`src/rtl/ram_arb_seq.sv`:
```
`default_nettype none
// ============================================================================
//  Module   : ram_arb_seq
//  Purpose  : Sequencer and write-port arbiter for the shared label RAM.
//             Clears the whole RAM after start, then shares the single write
//             port between the CGR and SQG requesters (round-robin) until
//             stop, and pulses done on the way back to IDLE.
//  Revision : 1.0 - initial release
// ============================================================================
module ram_arb_seq #(
   parameter int ADDR_LEN = 6,
   parameter int DATA_LEN = 8
) (
   input  logic                  CLK,
   input  logic                  RST,
   input  logic                  start,
   input  logic                  stop,
   input  logic                  cgr_req,
   input  logic [ADDR_LEN+1:0]   cgr_addr,
   input  logic [DATA_LEN-1:0]   cgr_data,
   output logic                  cgr_gnt,
   input  logic                  sqg_req,
   input  logic [ADDR_LEN+1:0]   sqg_addr,
   input  logic [DATA_LEN-1:0]   sqg_data,
   output logic                  sqg_gnt,
   output logic                  ram_wr_en,
   output logic [ADDR_LEN+1:0]   ram_wr_addr,
   output logic [DATA_LEN-1:0]   ram_wr_data,
   output logic                  clr_busy,
   output logic                  ready,
   output logic                  done
);

   localparam int                AW     = ADDR_LEN + 2;
   // Last address of the clear sweep (DEPTH-1): the counter is AW bits wide.
   localparam logic [AW-1:0]     c_LAST = '1;

   typedef enum logic [1:0] {
      S_IDLE  = 2'd0,
      S_CLEAR = 2'd1,
      S_RUN   = 2'd2,
      S_FLUSH = 2'd3
   } state_t;

   state_t                 r_state;
   state_t                 w_next_state;
   logic [AW-1:0]          r_clr_cnt;
   // 1: SQG wins the next contention, 0: CGR wins (reset value).
   logic                   r_rr_sqg;
   logic                   w_cgr_gnt;
   logic                   w_sqg_gnt;
   logic                   r_wr_en;
   logic [AW-1:0]          r_wr_addr;
   logic [DATA_LEN-1:0]    r_wr_data;
   logic                   r_done;

   // State register.
   always_ff @(posedge CLK) begin
      if (RST) r_state <= S_IDLE;
      else     r_state <= w_next_state;
   end

   // Next-state logic; start/stop are only honoured in their own states.
   always_comb begin
      w_next_state = r_state;
      case (r_state)
         S_IDLE:  if (start) w_next_state = S_CLEAR;
         S_CLEAR: if (r_clr_cnt == c_LAST) w_next_state = S_RUN;
         S_RUN:   if (stop) w_next_state = S_FLUSH;
         S_FLUSH: w_next_state = S_IDLE;
         default: w_next_state = S_IDLE;
      endcase
   end

   // Grant decode: only in RUN, and stop suppresses any grant that cycle.
   always_comb begin
      w_cgr_gnt = 1'b0;
      w_sqg_gnt = 1'b0;
      if (r_state == S_RUN && !stop) begin
         if (cgr_req && sqg_req) begin
            w_cgr_gnt = !r_rr_sqg;
            w_sqg_gnt =  r_rr_sqg;
         end else begin
            w_cgr_gnt = cgr_req;
            w_sqg_gnt = sqg_req;
         end
      end
   end

   // Clear-sweep address counter; wraps to 0 naturally after DEPTH-1.
   always_ff @(posedge CLK) begin
      if (RST)                     r_clr_cnt <= '0;
      else if (r_state == S_CLEAR) r_clr_cnt <= r_clr_cnt + 1'b1;
      else                         r_clr_cnt <= '0;
   end

   // Round-robin pointer: always favours the requester not granted last.
   always_ff @(posedge CLK) begin
      if (RST)            r_rr_sqg <= 1'b0;
      else if (w_cgr_gnt) r_rr_sqg <= 1'b1;
      else if (w_sqg_gnt) r_rr_sqg <= 1'b0;
   end

   // Registered RAM write port: clear writes, else the granted request;
   // address/data hold when nothing is written.
   always_ff @(posedge CLK) begin
      if (RST) begin
         r_wr_en   <= 1'b0;
         r_wr_addr <= '0;
         r_wr_data <= '0;
      end else if (r_state == S_CLEAR) begin
         r_wr_en   <= 1'b1;
         r_wr_addr <= r_clr_cnt;
         r_wr_data <= '0;
      end else if (w_cgr_gnt) begin
         r_wr_en   <= 1'b1;
         r_wr_addr <= cgr_addr;
         r_wr_data <= cgr_data;
      end else if (w_sqg_gnt) begin
         r_wr_en   <= 1'b1;
         r_wr_addr <= sqg_addr;
         r_wr_data <= sqg_data;
      end else begin
         r_wr_en   <= 1'b0;
      end
   end

   // Done pulse registered on the FLUSH -> IDLE transition.
   always_ff @(posedge CLK) begin
      if (RST) r_done <= 1'b0;
      else     r_done <= (r_state == S_FLUSH);
   end

   assign cgr_gnt     = w_cgr_gnt;
   assign sqg_gnt     = w_sqg_gnt;
   assign ram_wr_en   = r_wr_en;
   assign ram_wr_addr = r_wr_addr;
   assign ram_wr_data = r_wr_data;
   assign clr_busy    = (r_state == S_CLEAR);
   assign ready       = (r_state == S_RUN);
   assign done        = r_done;

   // The two grants are mutually exclusive and only appear in RUN.
   a_gnt_onehot: assert property (@(posedge CLK) disable iff (RST)
      !(cgr_gnt && sqg_gnt));
   a_gnt_in_run: assert property (@(posedge CLK) disable iff (RST)
      (cgr_gnt || sqg_gnt) |-> ready);

endmodule
`default_nettype wire

```
`config.mk`:
```
export PLATFORM = sky130hd
export DESIGN_NAME = ram_arb_seq
export DESIGN_NICKNAME = d
export VERILOG_FILES = /design/src/rtl/ram_arb_seq.sv
export SDC_FILE = /design/constraint.sdc
export NUM_CORES = 1
export LEC_CHECK = 0
export CORE_MARGIN = 2
export CORE_UTILIZATION = 39
export CTS_BUF_LIST = sky130_fd_sc_hd__clkbuf_4 sky130_fd_sc_hd__clkbuf_8
export CTS_CLUSTER_DIAMETER = 60
export DETAILED_ROUTE_END_ITERATION = 16
export GPL_TIMING_DRIVEN = 0
export PLACE_DENSITY_LB_ADDON = 0.1
export SETUP_SLACK_MARGIN = 0.15
export SYNTH_ARGS = -nofsm -noshare
export SYNTH_HDL_FRONTEND = slang
export SYNTH_SLANG_ARGS = --single-unit
```
`constraint.sdc`:
```
create_clock -name CLK -period 1.5 [get_ports CLK]
set_input_delay 0.15 -clock CLK [delete_from_list [all_inputs] [get_ports CLK]]
set_output_delay 0.15 -clock CLK [all_outputs]
set_load 0.005 [all_outputs]
```
### Word-level counts from Yosys, hierarchy flattened

Index checks and enable logic that the tools add are counted.

* reduce and logical (&&, ||, !) cells: 10
* bitwise gates (word level): 1
* eq/ne operators: 7
* muxes and demuxes: 18
* add/subtract/negate cells: 1

Operators by type and width (count)
* $mux W8: 5
* $mux W1: 9
* $add A8 B1 Y8 const B: 1
* $eq A8 B8 Y1 const B: 1
* $pmux W2 S4: 1
* $mux W2: 3
* $eq A2 B2 Y1 const B: 2
* $ne A2 B2 Y1 const B: 2
* $reduce_or A2 Y1: 2
* $reduce_and A3 Y1: 1
* $reduce_bool A3 Y1: 1
* $eq A2 B1 Y1 const B: 1
* $logic_and A1 B1 Y1: 2
* $logic_not A1 Y1: 2
* $logic_not A2 Y1: 1
* $ne A2 B1 Y1 const B: 1
* $reduce_bool A2 Y1: 1
* $not A1 Y1: 1

* output and inout bits: 22
* logic and storage cells: 44
* input port bits: 38
* flip-flop bits (word level): 29

### Longest topological paths before layout

* word-level depth: 6
* mapped depth: 9

### Worst setup path before layout

Ideal clock, no wire load.

* path kind: register -> register
* start point: register r_state[0]
* end point: register r_wr_data[0], in the netlist ram_wr_data[0]
* period minus slack after synthesis: 1.588 ns
* setup slack: -0.088 ns
* required time: 1.379 ns
* data arrival time: 1.466 ns
* stages on the path, launching flop included: 9
* cell sequence: dfxtp_1 -> inv_1 -> ha_1 -> and3b_1 -> buf_6 -> nand2_4 -> buf_6 -> mux2i_1 -> a21oi_1

* cells in the longest elaborated chain, start to end: 4
* elaborated cells between the ends (all ways): 8
* classes of those cells: eq/ne: 2; mux: 3; reduce/logical: 3

Ends and longest elaborated chain
* start, declared: line 45 `state_t r_state;`
* start signal, assigned: line 60 `else r_state <= w_next_state;`
* $eq A2 B2 Y1 (*)
* net ready: line 30 `output logic ready,`
* $logic_and A1 B1 Y1 (*): line 79 `if (r_state == S_RUN && !stop) begin`
* $mux W1: line 79
* $mux W8 or $reduce_bool A2 Y1 (tied branches)
* end signal, assigned: line 118 `r_wr_data <= cgr_data;`
* end signal, assigned: line 122 `r_wr_data <= sqg_data;`
* end, declared: line 54 `logic [DATA_LEN-1:0] r_wr_data;`

The timed path passes the listed nets; every way through them passes the cells marked *.
A chain may end at the register's enable or synchronous reset.

### Worst setup path in the final report

* start point: register r_state[0]
* end point: output port sqg_gnt

* cells in the longest elaborated chain, start to end: 3

Ends and longest elaborated chain
* $eq A2 B2 Y1: line 79
* $logic_and A1 B1 Y1: line 79
* $mux W1: line 79
* end, declared: line 25 `output logic sqg_gnt,`

Every way passes these cells.

==> summary.txt <==
GRT
  • Initial antenna violation count: 0
  • GRT overflow: 0
  • Largest net degree at the start of global routing: 11
  • GRT Total Usage: 19.8%
  • Global-route wire length before repair: 6310 um
  • Vias in the first global route: 1,367

Route
  • Starting DRT DRC Count: 32
  • Routed met3 length: 165 um
  • Uppermost layer routed: met4
  • Detailed Route WL: 3960 um
  • Detailed-route via count: 1,417
  • DR DRC count: 0
  • Vias per inst: 5.01
  • Detailed Routing Iterations Pass 1: 4
  • Wire per inst: 14.0 um
  • M1 wire length: 1690 um
  • DR WL met2: 2040 um
  • Routed Antenna Nets: 0

Finish
  • Layout cell share with drive strength beyond 1: 32.5%
  • Area Overhead vs Synth: 76.3%
  • Fill cells: 263
  • Final #Nets: 280
  • Most frequent cells in the layout: clkdlybuf4s50_1, dfxtp_1, nand2_1, dfxtp_2, buf_4
  • N_diodes: 0
  • Multi-input logic area: 875 um^2
  • Final std cells w/o fill: 283
  • Most common cell after layout, fill and taps aside: clkdlybuf4s50_1
  • Finished Cell Area: 2420 um^2
  • Final core occ: 71.9%
  • Reg area: 599 um^2

Clock tree
  • Hold bufs inserted after CTS: 0
  • Clk_lat worst skew: 330 ps
  • Clock tree from TritonCTS: yes
  • Clock transition at path regs: 90 ps
  • Root buf cell: clkbuf_4
  • Clock sink count: 29
  • H-tree depth: 2
  • Longest Clk Path Bufs: 2
  • TritonCTS Buffers: 5

Power
  • Maximum VDD drop: 0.000930 V
  • Lkg Pwr: 0.00109 uW
  • Total power draw: 2780 uW
  • PD cells: 1150 nW/um^2

Worst setup path
  • Critical path capture point type: primary output
  • Buf+Inv Stages, Crit Path: 3
  • CP cell instances: inv_2 > ha_4 > buf_4 > and2b_1 > and3_1 > buf_2
  • Worst path top cell family by delay: flip-flops
  • Req. time, crit path: 1350 ps
  • Critical path class: reg2out
  • CP max stage cell: dfxtp_2
  • Critical Path Fanout Max: 3
  • WP data arrival: 1470 ps
  • CP max stage delay: 350 ps
  • Critical Path Source Type: flop

STA
  • WHS: 217 ps
  • RSZ-0062 raised after global routing: yes
  • Hold Vio Cnt, Final: 0
  • Final Cycle Share: 108%
  • Rel. slew slack: 60.2%
  • Fmax: 616 MHz
  • Actual slew at the worst max-slew pin: 597 ps
  • Max-slew violations: 0
  • Final min period: 1620 ps
  • Worst-case clock skew: 4.73 ps
  • Setup Viol. Count Final: 19
  • Final worst-path setup slack: -123 ps

Placement
  • Placed insts: 259
  • Placement Cell Area: 2030 um^2
  • Dpl hpwl: 2690 um
  • Number of buffers added on ports: 58
  • Gp weighted congestion: 0.773

Yosys
  • Synth Instances: 155
  • Synth warnings: 0
  • Avg Synthesized Cell Area: 8.85 um^2
  • Seq/Total Area, Yosys: 42.3%
  • Synth Cell Area: 1370 um^2
  • Synth cell types: 30
  • Syn nets: 199
  • #FFs+latches synth: 29

Run status
  • Failing checks: negative setup slack
  • Status: complete, but fails checks

Job
  • Max cap viols: 0

Floorplanning
  • Die area: 4010 um^2
  • Die Span Y: 63.3 um
  • Io pins: 60
  • Die X: 63.3 um
  • Core ar.: 3360 um^2
  • Cell Rows: 21
  • Starting Density: 40.8%

Min path
  • Min-delay worst type: in2reg
area by class of cell:
cell class	count	share of cell area (%)
timing repair buffer	74	29.3
multi-input combinational	115	36.2
inverter	5	0.983
clock inverter	1	1.24
clock buffer	7	2.43
tap	46	2.38
buffer	6	2.69
sequential	29	24.8
repair_timing:
| item | in CTS | in global routing |
|---|---|---|
| gates resized for setup | 65 | 27 |
| hold endpoints to repair | 0 | 0 |
| pin swaps | 8 | 2 |
| buffers inserted | 9 | 5 |
| cloned | 1 | 1 |
| setup endpoints to repair | 25 | 37 |
through the flow:
| stage | setup TNS, ps | setup slack [ps] |
|---|---|---|
| after floorplan | 0 | 69.4 |
| after global placement | -2770 | -488 |
| after detailed placement | -2950 | -487 |
| after CTS | -785 | -122 |
| after global routing | -2740 | -177 |
| final | -1020 | -123 |
worst paths after layout:
path	startpoint	to	slack, ps	cells after the start
worst max-delay path	r_state[0]	sqg_gnt	-120	6
worst min-delay path	RST	r_rr_sqg	220	2
worst max register to register	r_state[0]	ram_wr_data[0]	-70	9
worst min register to register	r_clr_cnt[0]	r_clr_cnt[0]	490	1
synth_stat cells (all sizes together):
cell,count,area share (%)
dfxtp,29,42
o21ai,25,9.1
a21oi,13,4.7
nand2,13,4.1
nor2,11,3.0
and3,10,4.6
a211oi,8,4.7
mux2i,8,5.8
ha,6,5.5
buf,5,2.7
inv,5,1.4
xor2,5,3.2
and2,2,0.91
nand2b,2,0.91
nand3,2,0.73
a21o,1,0.55
a311oi,1,0.64
a41o,1,0.82
and2b,1,0.55
and3b,1,0.64
and4,1,0.64
clkbuf,1,0.27
nand4,1,0.46
nor2b,1,0.46
o21a,1,0.55
xnor2,1,0.64
layer usage:
metal	GRT usage [%]	vias to the layer above
met5	0	-
met4	8.15	0
met3	5.36	8
met2	34.8	31
met1	22.5	666
li1	-	712
kinds of logic (layout without fill, tap and decap cells):
kind of cell	after synthesis	in the layout	share of synthesized area, %
AO/OA/AOI/OAI	50	50	21.2
XOR/XNOR	6	6	3.83
adder cells (fa/ha/maj)	6	6	5.47
buffers and inverters	11	93	4.38
flip-flops	29	29	42.3
multiplexers	8	8	5.84
AND/OR/NAND/NOR	45	45	17.0
where the power goes:
group	switching, uW	total [uW]	internal (uW)
clock	276	692	416
sequential	77.1	966	888
combinational	522	1130	604
worst register-to-register path, stage by stage, from the launching register on:
cell,delay (ps)
dfxtp_2,350
inv_2,50
ha_4,150
and3b_1,160
buf_6,130
nand2_8,70
buf_12,110
buf_6,150
mux2i_1,220
a21oi_1,80
flip-flops by register name, indices dropped and copies added (netlist names):
signal and flops:
r_clr_cnt 8, ram_wr_addr 8, ram_wr_data 8, r_state 2
done 1, r_rr_sqg 1, ram_wr_en 1
Power figures use the tool's default switching activity.
